<file path="src/rtl/fc_seq_ctrl.sv">
// rtl/fc_seq_ctrl.sv - FC1/FC2 sequencer: weight/activation addressing, MAC strobes, e/f write commands
module fc_seq_ctrl #(
    parameter int WEIGHT_ADDR_WIDTH = 15,
    parameter int FC1_NEURONS       = 500,
    parameter int FC1_WORDS         = 40,
    parameter int FC2_NEURONS       = 10,
    parameter int FC2_WORDS         = 25,
    parameter int FC2_WEIGHT_BASE   = 20000,
    parameter int MAC_LAT           = 2
) (
    input  logic                         clk,
    input  logic                         srstn,
    input  logic                         conv_done,
    input  logic                         mem_sel,
    output logic [WEIGHT_ADDR_WIDTH-1:0] sram_raddr_weight,
    output logic [9:0]                   act_raddr,
    output logic [1:0]                   act_src,
    output logic                         mac_valid,
    output logic                         mac_first,
    output logic                         mac_last,
    output logic                         layer,
    output logic [4:0]                   sram_write_enable_e,
    output logic [9:0]                   sram_waddr_e,
    output logic [3:0]                   sram_bytemask_e,
    output logic                         sram_write_enable_f,
    output logic [9:0]                   sram_waddr_f,
    output logic [3:0]                   sram_bytemask_f,
    output logic                         fc1_done,
    output logic                         fc2_done,
    output logic                         busy
);
    localparam int NMAX = (FC1_NEURONS > FC2_NEURONS) ? FC1_NEURONS : FC2_NEURONS;
    localparam int WMAX = (FC1_WORDS > FC2_WORDS) ? FC1_WORDS : FC2_WORDS;
    localparam int NW   = (NMAX > 2) ? $clog2(NMAX) : 1;
    localparam int JW   = (WMAX > 2) ? $clog2(WMAX) : 1;
    localparam logic [NW-1:0] FC1_NL = NW'(FC1_NEURONS - 1);
    localparam logic [NW-1:0] FC2_NL = NW'(FC2_NEURONS - 1);
    localparam logic [JW-1:0] FC1_WL = JW'(FC1_WORDS - 1);
    localparam logic [JW-1:0] FC2_WL = JW'(FC2_WORDS - 1);
    localparam logic [WEIGHT_ADDR_WIDTH-1:0] FC2_BASE = WEIGHT_ADDR_WIDTH'(FC2_WEIGHT_BASE);

    typedef enum logic [2:0] {S_IDLE, S_FC1, S_FC1_DRAIN, S_FC2, S_FC2_DRAIN} state_t;

    state_t                       state_q;
    logic [WEIGHT_ADDR_WIDTH-1:0] raddr_q;
    logic [JW-1:0]                j_q, j_d;
    logic [NW-1:0]                n_q, n_d, wn_q;
    logic [1:0]                   src_q;
    logic                         issue_v_q, issue_first_q, issue_last_q;
    logic                         mac_valid_q, mac_first_q, mac_last_q, layer_q;
    logic [MAC_LAT-1:0]           wr_pipe_q;
    logic                         wr_last_q;
    logic [1:0]                   wbyte_q;
    logic [2:0]                   wbank_q;
    logic [9:0]                   wrow_q;
    logic [4:0]                   we_e_q;
    logic [9:0]                   waddr_e_q, waddr_f_q;
    logic [3:0]                   mask_e_q, mask_f_q;
    logic                         we_f_q, fc1_done_q, fc2_done_q, busy_q;
    logic                         in_fc2, last_word, last_neuron, wr_l2, wn_last, wr_go;
    logic                         first_d, last_d;

    always_comb begin
        in_fc2      = (state_q == S_FC2);
        last_word   = in_fc2 ? (j_q == FC2_WL) : (j_q == FC1_WL);
        last_neuron = in_fc2 ? (n_q == FC2_NL) : (n_q == FC1_NL);
        j_d         = last_word ? '0 : j_q + JW'(1);
        n_d         = last_word ? n_q + NW'(1) : n_q;
        first_d     = (j_d == '0);
        last_d      = in_fc2 ? (j_d == FC2_WL) : (j_d == FC1_WL);
        wr_l2       = (state_q == S_FC2) || (state_q == S_FC2_DRAIN);
        wn_last     = wr_l2 ? (wn_q == FC2_NL) : (wn_q == FC1_NL);
        wr_go       = wr_pipe_q[MAC_LAT-1];
    end

    always_ff @(posedge clk) begin
        if (!srstn) begin
            state_q       <= S_IDLE;
            raddr_q       <= '0;
            j_q           <= '0;
            n_q           <= '0;
            wn_q          <= '0;
            src_q         <= 2'd0;
            issue_v_q     <= 1'b0;
            issue_first_q <= 1'b0;
            issue_last_q  <= 1'b0;
            mac_valid_q   <= 1'b0;
            mac_first_q   <= 1'b0;
            mac_last_q    <= 1'b0;
            layer_q       <= 1'b0;
            wr_pipe_q     <= '0;
            wr_last_q     <= 1'b0;
            wbyte_q       <= 2'd0;
            wbank_q       <= 3'd0;
            wrow_q        <= 10'd0;
            we_e_q        <= 5'h1F;
            waddr_e_q     <= 10'd0;
            mask_e_q      <= 4'hF;
            we_f_q        <= 1'b1;
            waddr_f_q     <= 10'd0;
            mask_f_q      <= 4'hF;
            fc1_done_q    <= 1'b0;
            fc2_done_q    <= 1'b0;
            busy_q        <= 1'b0;
        end else begin
            fc1_done_q  <= 1'b0;
            fc2_done_q  <= 1'b0;
            mac_valid_q <= issue_v_q;
            mac_first_q <= issue_v_q & issue_first_q;
            mac_last_q  <= issue_v_q & issue_last_q;
            // Neuron-complete tokens age MAC_LAT cycles past mac_last before the write strobe
            wr_pipe_q[0] <= issue_v_q & issue_last_q;
            for (int k = 1; k < MAC_LAT; k++) wr_pipe_q[k] <= wr_pipe_q[k-1];

            we_e_q    <= 5'h1F;
            we_f_q    <= 1'b1;
            mask_e_q  <= 4'hF;
            mask_f_q  <= 4'hF;
            wr_last_q <= 1'b0;
            if (wr_go) begin
                if (wr_l2) begin
                    we_f_q    <= 1'b0;
                    waddr_f_q <= wrow_q;
                    mask_f_q  <= ~(4'b1000 >> wbyte_q);
                end else begin
                    we_e_q    <= ~(5'b00001 << wbank_q);
                    waddr_e_q <= wrow_q;
                    mask_e_q  <= ~(4'b1000 >> wbyte_q);
                end
                if (wn_last) begin
                    wn_q      <= '0;
                    wbyte_q   <= 2'd0;
                    wbank_q   <= 3'd0;
                    wrow_q    <= 10'd0;
                    wr_last_q <= 1'b1;
                end else begin
                    wn_q    <= wn_q + NW'(1);
                    wbyte_q <= wbyte_q + 2'd1;
                    if (wbyte_q == 2'd3) begin
                        if (wr_l2 || wbank_q == 3'd4) begin
                            wbank_q <= 3'd0;
                            wrow_q  <= wrow_q + 10'd1;
                        end else begin
                            wbank_q <= wbank_q + 3'd1;
                        end
                    end
                end
            end

            case (state_q)
                S_IDLE: begin
                    busy_q <= conv_done;
                    if (conv_done) begin
                        state_q       <= S_FC1;
                        raddr_q       <= '0;
                        j_q           <= '0;
                        n_q           <= '0;
                        src_q         <= mem_sel ? 2'd0 : 2'd1;
                        layer_q       <= 1'b0;
                        issue_v_q     <= 1'b1;
                        issue_first_q <= 1'b1;
                        issue_last_q  <= (FC1_WL == '0);
                    end
                end
                S_FC1, S_FC2: begin
                    if (last_word && last_neuron) begin
                        state_q   <= in_fc2 ? S_FC2_DRAIN : S_FC1_DRAIN;
                        issue_v_q <= 1'b0;
                    end else begin
                        raddr_q       <= raddr_q + WEIGHT_ADDR_WIDTH'(1);
                        j_q           <= j_d;
                        n_q           <= n_d;
                        issue_v_q     <= 1'b1;
                        issue_first_q <= first_d;
                        issue_last_q  <= last_d;
                    end
                end
                S_FC1_DRAIN: begin
                    if (wr_last_q) begin
                        fc1_done_q    <= 1'b1;
                        state_q       <= S_FC2;
                        raddr_q       <= FC2_BASE;
                        j_q           <= '0;
                        n_q           <= '0;
                        src_q         <= 2'd2;
                        layer_q       <= 1'b1;
                        issue_v_q     <= 1'b1;
                        issue_first_q <= 1'b1;
                        issue_last_q  <= (FC2_WL == '0);
                    end
                end
                S_FC2_DRAIN: begin
                    if (wr_last_q) begin
                        fc2_done_q <= 1'b1;
                        state_q    <= S_IDLE;
                    end
                end
                default: state_q <= S_IDLE;
            endcase
        end
    end

    assign sram_raddr_weight   = raddr_q;
    assign act_raddr           = 10'(j_q);
    assign act_src             = src_q;
    assign mac_valid           = mac_valid_q;
    assign mac_first           = mac_first_q;
    assign mac_last            = mac_last_q;
    assign layer               = layer_q;
    assign sram_write_enable_e = we_e_q;
    assign sram_waddr_e        = waddr_e_q;
    assign sram_bytemask_e     = mask_e_q;
    assign sram_write_enable_f = we_f_q;
    assign sram_waddr_f        = waddr_f_q;
    assign sram_bytemask_f     = mask_f_q;
    assign fc1_done            = fc1_done_q;
    assign fc2_done            = fc2_done_q;
    assign busy                = busy_q;
endmodule

</file>
<file path="config.mk">
export PLATFORM = sky130hd
export DESIGN_NAME = fc_seq_ctrl
export DESIGN_NICKNAME = d
export VERILOG_FILES = /design/src/rtl/fc_seq_ctrl.sv
export SDC_FILE = /design/constraint.sdc
export NUM_CORES = 1
export LEC_CHECK = 0
export BUFFER_PORTS_ARGS = -buffer_cell sky130_fd_sc_hd__buf_2
export CAP_MARGIN = 20
export CORE_MARGIN = 5
export CORE_UTILIZATION = 40
export CTS_BUF_LIST = sky130_fd_sc_hd__clkbuf_4 sky130_fd_sc_hd__clkbuf_8
export CTS_CLUSTER_SIZE = 40
export DETAILED_ROUTE_END_ITERATION = 10
export SLEW_MARGIN = 5
export SYNTH_ARGS = -nofsm -noshare
export SYNTH_HDL_FRONTEND = slang
export SYNTH_SLANG_ARGS = --single-unit
</file>
<file path="constraint.sdc">
create_clock -name clk -period 2.9 [get_ports clk]
set_clock_uncertainty 0.05 [all_clocks]
set_input_delay 0.145 -clock clk [delete_from_list [all_inputs] [get_ports clk]]
set_output_delay 0.145 -clock clk [all_outputs]
set_load 0.005 [all_outputs]
</file>
Yosys cells after proc, flatten, opt, wreduce, memory -nomap -nowiden. Index checks and enable logic that the tools add are counted. W data, S select, Z words.

Shift operators: 2. Reduce and logical (&&, ||, !) cells: 24. Divide/modulo/power cells: 0. Bitwise gates (word level): 7. Multipliers: 0. $lt $le $gt $ge: 0. Muxes and demuxes: 50. Add/sub/neg operators: 7. Eq/ne operators: 20.

Operators by type and width (count): $mux W15 (3); $mux W9 (5); $pmux W15 S3 (1); $mux W10 (3); $pmux W9 S3 (1); $mux W3 (8); $mux W6 (4); $add A9 B1 Y9 const B (2); $eq A9 B4 Y1 const B (2); $eq A9 B9 Y1 const B (2); $pmux W6 S3 (1); $add A15 B1 Y15 const B (1); $mux W1 (15); $eq A6 B5 Y1 const B (2); $eq A6 B6 Y1 const B (2); $ne A2 B2 Y1 const B (6); $pmux W3 S4 (1); $reduce_and A2 Y1 (6); $reduce_and A3 Y1 (4); $add A10 B1 Y10 const B (1); $pmux W1 S3 (3); $reduce_and A4 Y1 (2); $add A6 B1 Y6 const B (1); $eq A3 B2 Y1 const B (2); other kinds (23) (32).

Memory bits (writable): 0. Memory bits (read-only): 0. Latch bits: 0. Flip-flop bits (word level): 106. Word-level logic and storage cells: 137. Memories: 0. Output and inout port bits: 68. Bits of input ports: 4.

Logic depth before layout (Yosys ltp).
Depth after elaboration: 7. Depth in mapped cells: 9. Depth with buffers taken out: 8.

Worst setup path before layout. Ideal clock, no wire load.

Path kind: flip-flop to flip-flop. From: register j_q[0]. To: register issue_first_q. Clock period less this slack: 2.095 ns. Setup time: 0.119 ns. Data arrival time: 1.926 ns. Buffers on the path: 2. Setup slack: 0.805 ns. Stages on the path, launching flop included: 8. Required time: 2.731 ns. Cell sequence: dfxtp_1 buf_2 nor4_2 nand4_1 a221oi_2 nor2_1 clkbuf_1 o221a_2.

Longest elaborated chain between the ends: 6. Elaborated cells between the ends (all ways): 11. Those cells by class: add/sub (1); eq/ne (3); mux (4); reduce/logical (3).

RTL lines: start: declaration (line 46) `logic [JW-1:0] j_q, j_d;`; start signal: assignment (line 171) `j_q <= j_d;`; branches (longest 6 deep; another with $add A6 B1 Y6); end signal: assignment (line 174) `issue_first_q <= first_d;`; end: declaration (line 49) `logic issue_v_q, issue_first_q, issue_last_q;`.

Several ways; the timed one is not identified. The select of a mux whose other input is x is not followed. A chain may end at the register's enable or synchronous reset.

Worst setup path in the final report.
From: register state_q[1]. To: register n_q[6].

Longest elaborated chain between the ends: 5. Elaborated cells between the ends (all ways): 15. Those cells by class: eq/ne (7); mux (3); reduce/logical (5).

RTL lines: start: declaration (line 44) `state_t state_q;`; start signal: assignment (line 167) `state_q <= in_fc2 ? S_FC2_DRAIN : S_FC1_DRAIN;`; $eq A3 B2 Y1 (line 64, 150); $mux W1, on equally long branches (line 65, 66); $logic_and A1 B1 Y1 (line 166) `if (last_word && last_neuron) begin`; $ne A2 B2 Y1 (no source line); $reduce_and A5 Y1 (no source line); end signal: assignment (line 172) `n_q <= n_d;`; end: declaration (line 47) `logic [NW-1:0] n_q, n_d, wn_q;`.

Parallel ways exist; a longest one is shown, timed or not.

==> out/qor.yml <==
timing:
  fin_ws_ns: 0.3775
  period_share_pct: 86.98
  setup_viol: 0
  setup_tns_ns: 0
  slew_violations: 0
  worst_pin_slew_ns: 0.8890
  min_period_ns: 2.523
  finalHoldViolations: 0
  rsz0062_at_grt: "false"
  max_clock_freq_mhz: 396.4
  relSlewSlack_pct: 40.47
global_route:
  antenna_found_initial: 0
  grt_first_pass_wirelength_mm: 19.26
  gr-total-overflow: 0
  grt_pass1_vias: 3920
  grt_use_total_pct: 16.46
  grt_max_degree: 34
synthesis:
  syn_area_per_cell_um2: 8.616
  synthArstFlopShare_pct: 0
  syn_area_um2: 4773
  ys_ff_latch: 104
  synth_ff_type: "dfxtp_1"
  syn_inst: 554
  synth_edf_count: 0
  yosysWarnings: 0
  synth.distinct_cells: 58
  yosysSeqAreaShare_pct: 43.62
final_layout:
  syn_to_final_growth_pct: 13.21
  regArea_um2: 2082
  multi_input_comb_area_um2: 2465
  final_area_um2: 5404
  drive_gt1_share_pct: 18.42
  num-fill-cells: 1185
  instances_no_fill: 766
  antennaDiodeCount: 0
  post-route-util_pct: 45.56
  layout.nets: 632
cts:
  clk_latency_ns: 0.38
  hold_buffers: 0
  htree_levels: 3
  cts_resized: 0
  clockRootBuffer: "clkbuf_8"
  cts_tree: "done"
  numCtsBuffers: 9
  cts_buffer_depth: 2
  cts_sinks: 104
  post-cts-setup-buffers: 0
  clk_pin_slew_ns: 0.10
critical_path:
  timing.rr.start: "state_q[1]"
  crit_type: "register to register"
  cp.required_ns: 3.17
  cp_max_fo: 15
  arrival_ns: 2.80
  cp-startpoint: "state_q[1]"
  startpoint_type: "register"
  setup.worst_path.end_class: "register"
pwr:
  power_frac_comb_pct: 5.0
  power.switching_w: 0.0006160
  sw_frac_of_total_pct: 25.17
  pwr-share-seq_pct: 59.3
  clkPwrFrac_pct: 35.7
  power.density_nw_per_um2: 452.9
  p_leak_nw: 2.173
  p_int_w: 0.001831
  peakVddDrop_uv: 307.4
die:
  die_w_um: 119.2
  initial_core_util_pct: 40.24
  io_pins: 72
  rows: 40
  die_h_um: 119.2
  dieArea_um2: 14220
  core_area_um2: 11860
worst_hold_path:
  min_from: "conv_done"
  min_path_type: "input pin to register"
flow_run:
  maxCapViolCount: 0
drt:
  drt_first_pass_iters: 4
  routed_wirelength_mm: 11.43
  post_drt_wl_per_cell_um: 14.92
  vias_per_cell: 5.411
  route.detailed.drc: 0
  vias: 4145
  drtAntennaViolNets: 0
  drt_iter0_markers: 304
placed_design:
  gp_congestion: 0.8299
  post-place-cells: 749
  dpl_cell_area_um2: 5209
  numPortBuffers: 67
  dp_hpwl_mm: 7.896
  place_ws_ns: 0.2969
status:
  status: "finished clean"
-- path summary, 6_finish.rpt --
check        cells past startpoint              end  slack, ns
max                              6           n_q[6]       0.38
max reg2reg                      6           n_q[6]       0.38
min reg2reg                      2  sram_waddr_f[6]       0.41
min                              3             busy       0.05
-- through the flow --
stage	hold WS (ns)	power, W
finish	0.05077	0.002447
CTS	0.02088	0.002475
global placement	0.3924	0.001603
global route	0.02199	0.002559
detailed placement	0.3984	0.001603
floorplan	0.2552	0.001568
-- layer usage --
| layer | share of wire [%] | up-vias | GRT usage (%) | routed length (um) |
|---|---|---|---|---|
| li1 | - | 2078 | - | - |
| met1 | 48 | 1956 | 21.81 | 5436 |
| met2 | 45 | 92 | 25.68 | 5152 |
| met3 | 5.1 | 19 | 3.941 | 582 |
| met4 | 2.2 | 0 | 6.734 | 252 |
| met5 | 0 | - | 0 | 0 |
-- synthesized netlist by cell type, drive strengths merged (2+ instances only) --
cell type | number | share of area [%]
o21a | 2 | 0.31
o21ai | 28 | 2.9
nand3b | 3 | 0.47
nor4 | 7 | 1.7
a21o | 3 | 0.47
buf | 23 | 3.1
and4 | 2 | 0.37
nand2 | 63 | 5.0
o22ai | 5 | 0.66
and2 | 4 | 0.52
and3b | 3 | 0.58
dfxtp | 104 | 44
ha | 14 | 3.7
xnor2 | 18 | 3.3
or4 | 6 | 0.94
nor4bb | 2 | 0.42
nand4 | 21 | 2.9
mux2i | 14 | 2.9
or2 | 2 | 0.26
a21oi | 36 | 3.8
o211ai | 2 | 0.31
a31o | 2 | 0.37
o31ai | 8 | 1.3
nor2 | 59 | 4.7
nand3 | 31 | 3.3
xor2 | 7 | 1.3
nor2b | 3 | 0.39
clkbuf | 12 | 0.94
nor4b | 3 | 0.87
and3 | 10 | 1.3
or3 | 8 | 1.0
a31oi | 4 | 0.52
nor3b | 3 | 0.47
nor3 | 14 | 1.5
nand2b | 4 | 0.52
inv | 12 | 0.94
o221a | 2 | 0.47
-- power by group through the flow --
| stage | sequential, W | combinational [W] | clock [W] |
|---|---|---|---|
| floorplan | 0.00148 | 0.0000883 | 0 |
| global placement | 0.00148 | 0.000118 | 0 |
| detailed placement | 0.00148 | 0.000119 | 0 |
| CTS | 0.00145 | 0.000120 | 0.000904 |
| global route | 0.00145 | 0.000136 | 0.000968 |
| finish | 0.00145 | 0.000123 | 0.000873 |
-- cell families after synthesis --
family	synth area share [%]
xor+xnor	4.587
buf+inv	4.980
mux	2.936
fa+ha+maj	3.670
other cells	0.07856
flops	43.62
compound gates	12.53
simple gates	27.60
-- state kept, by name (all words and copies together), names as in the netlist, 5 cells and up --
name	flops
sram_raddr_weight	15
n_q	9
sram_waddr_e	10
wn_q	9
sram_write_enable_e	5
wrow_q	10
sram_waddr_f	10
j_q	6
-- cell usage in the layout, fill, tap and decap left out, types with 4 or more instances in the layout --
master / synthesis / layout
clkbuf_8: 0 / 10
o31ai_1: 8 / 8
and2_1: 4 / 4
xor2_1: 7 / 7
o22ai_1: 5 / 5
xnor2_1: 18 / 18
dfxtp_1: 104 / 104
and3_1: 10 / 10
nor2_1: 57 / 57
nor4_1: 4 / 4
conb_1: 1 / 4
a31oi_1: 4 / 4
buf_2: 10 / 67
nand4_1: 20 / 20
o21ai_0: 24 / 24
or3_1: 8 / 8
ha_1: 14 / 14
o21ai_1: 4 / 4
mux2i_1: 14 / 14
or4_1: 6 / 6
nand3_1: 31 / 31
inv_1: 12 / 12
nand2_1: 62 / 62
buf_4: 7 / 13
a21oi_1: 36 / 36
nor3_1: 14 / 14
nand2b_1: 4 / 4
-- cell type report --
| type | instances | area share [%] |
|---|---|---|
| clock buffers | 11 | 2.686 |
| clock inverters | 5 | 0.7178 |
| inverters | 12 | 0.8335 |
| multi-input cells | 406 | 45.61 |
| flip-flops and latches | 104 | 38.53 |
| well taps | 147 | 3.404 |
| repair buffers | 81 | 8.219 |
-- worst max-delay path: stages (launching register included) --
cell and delay [ns]:
dfxtp_1 0.64, and3b_2 0.37, nand4_1 0.15, and2_1 0.23
o21a_1 0.35, or4_1 0.53, a21oi_1 0.15
(Power assumes the default switching activity.)
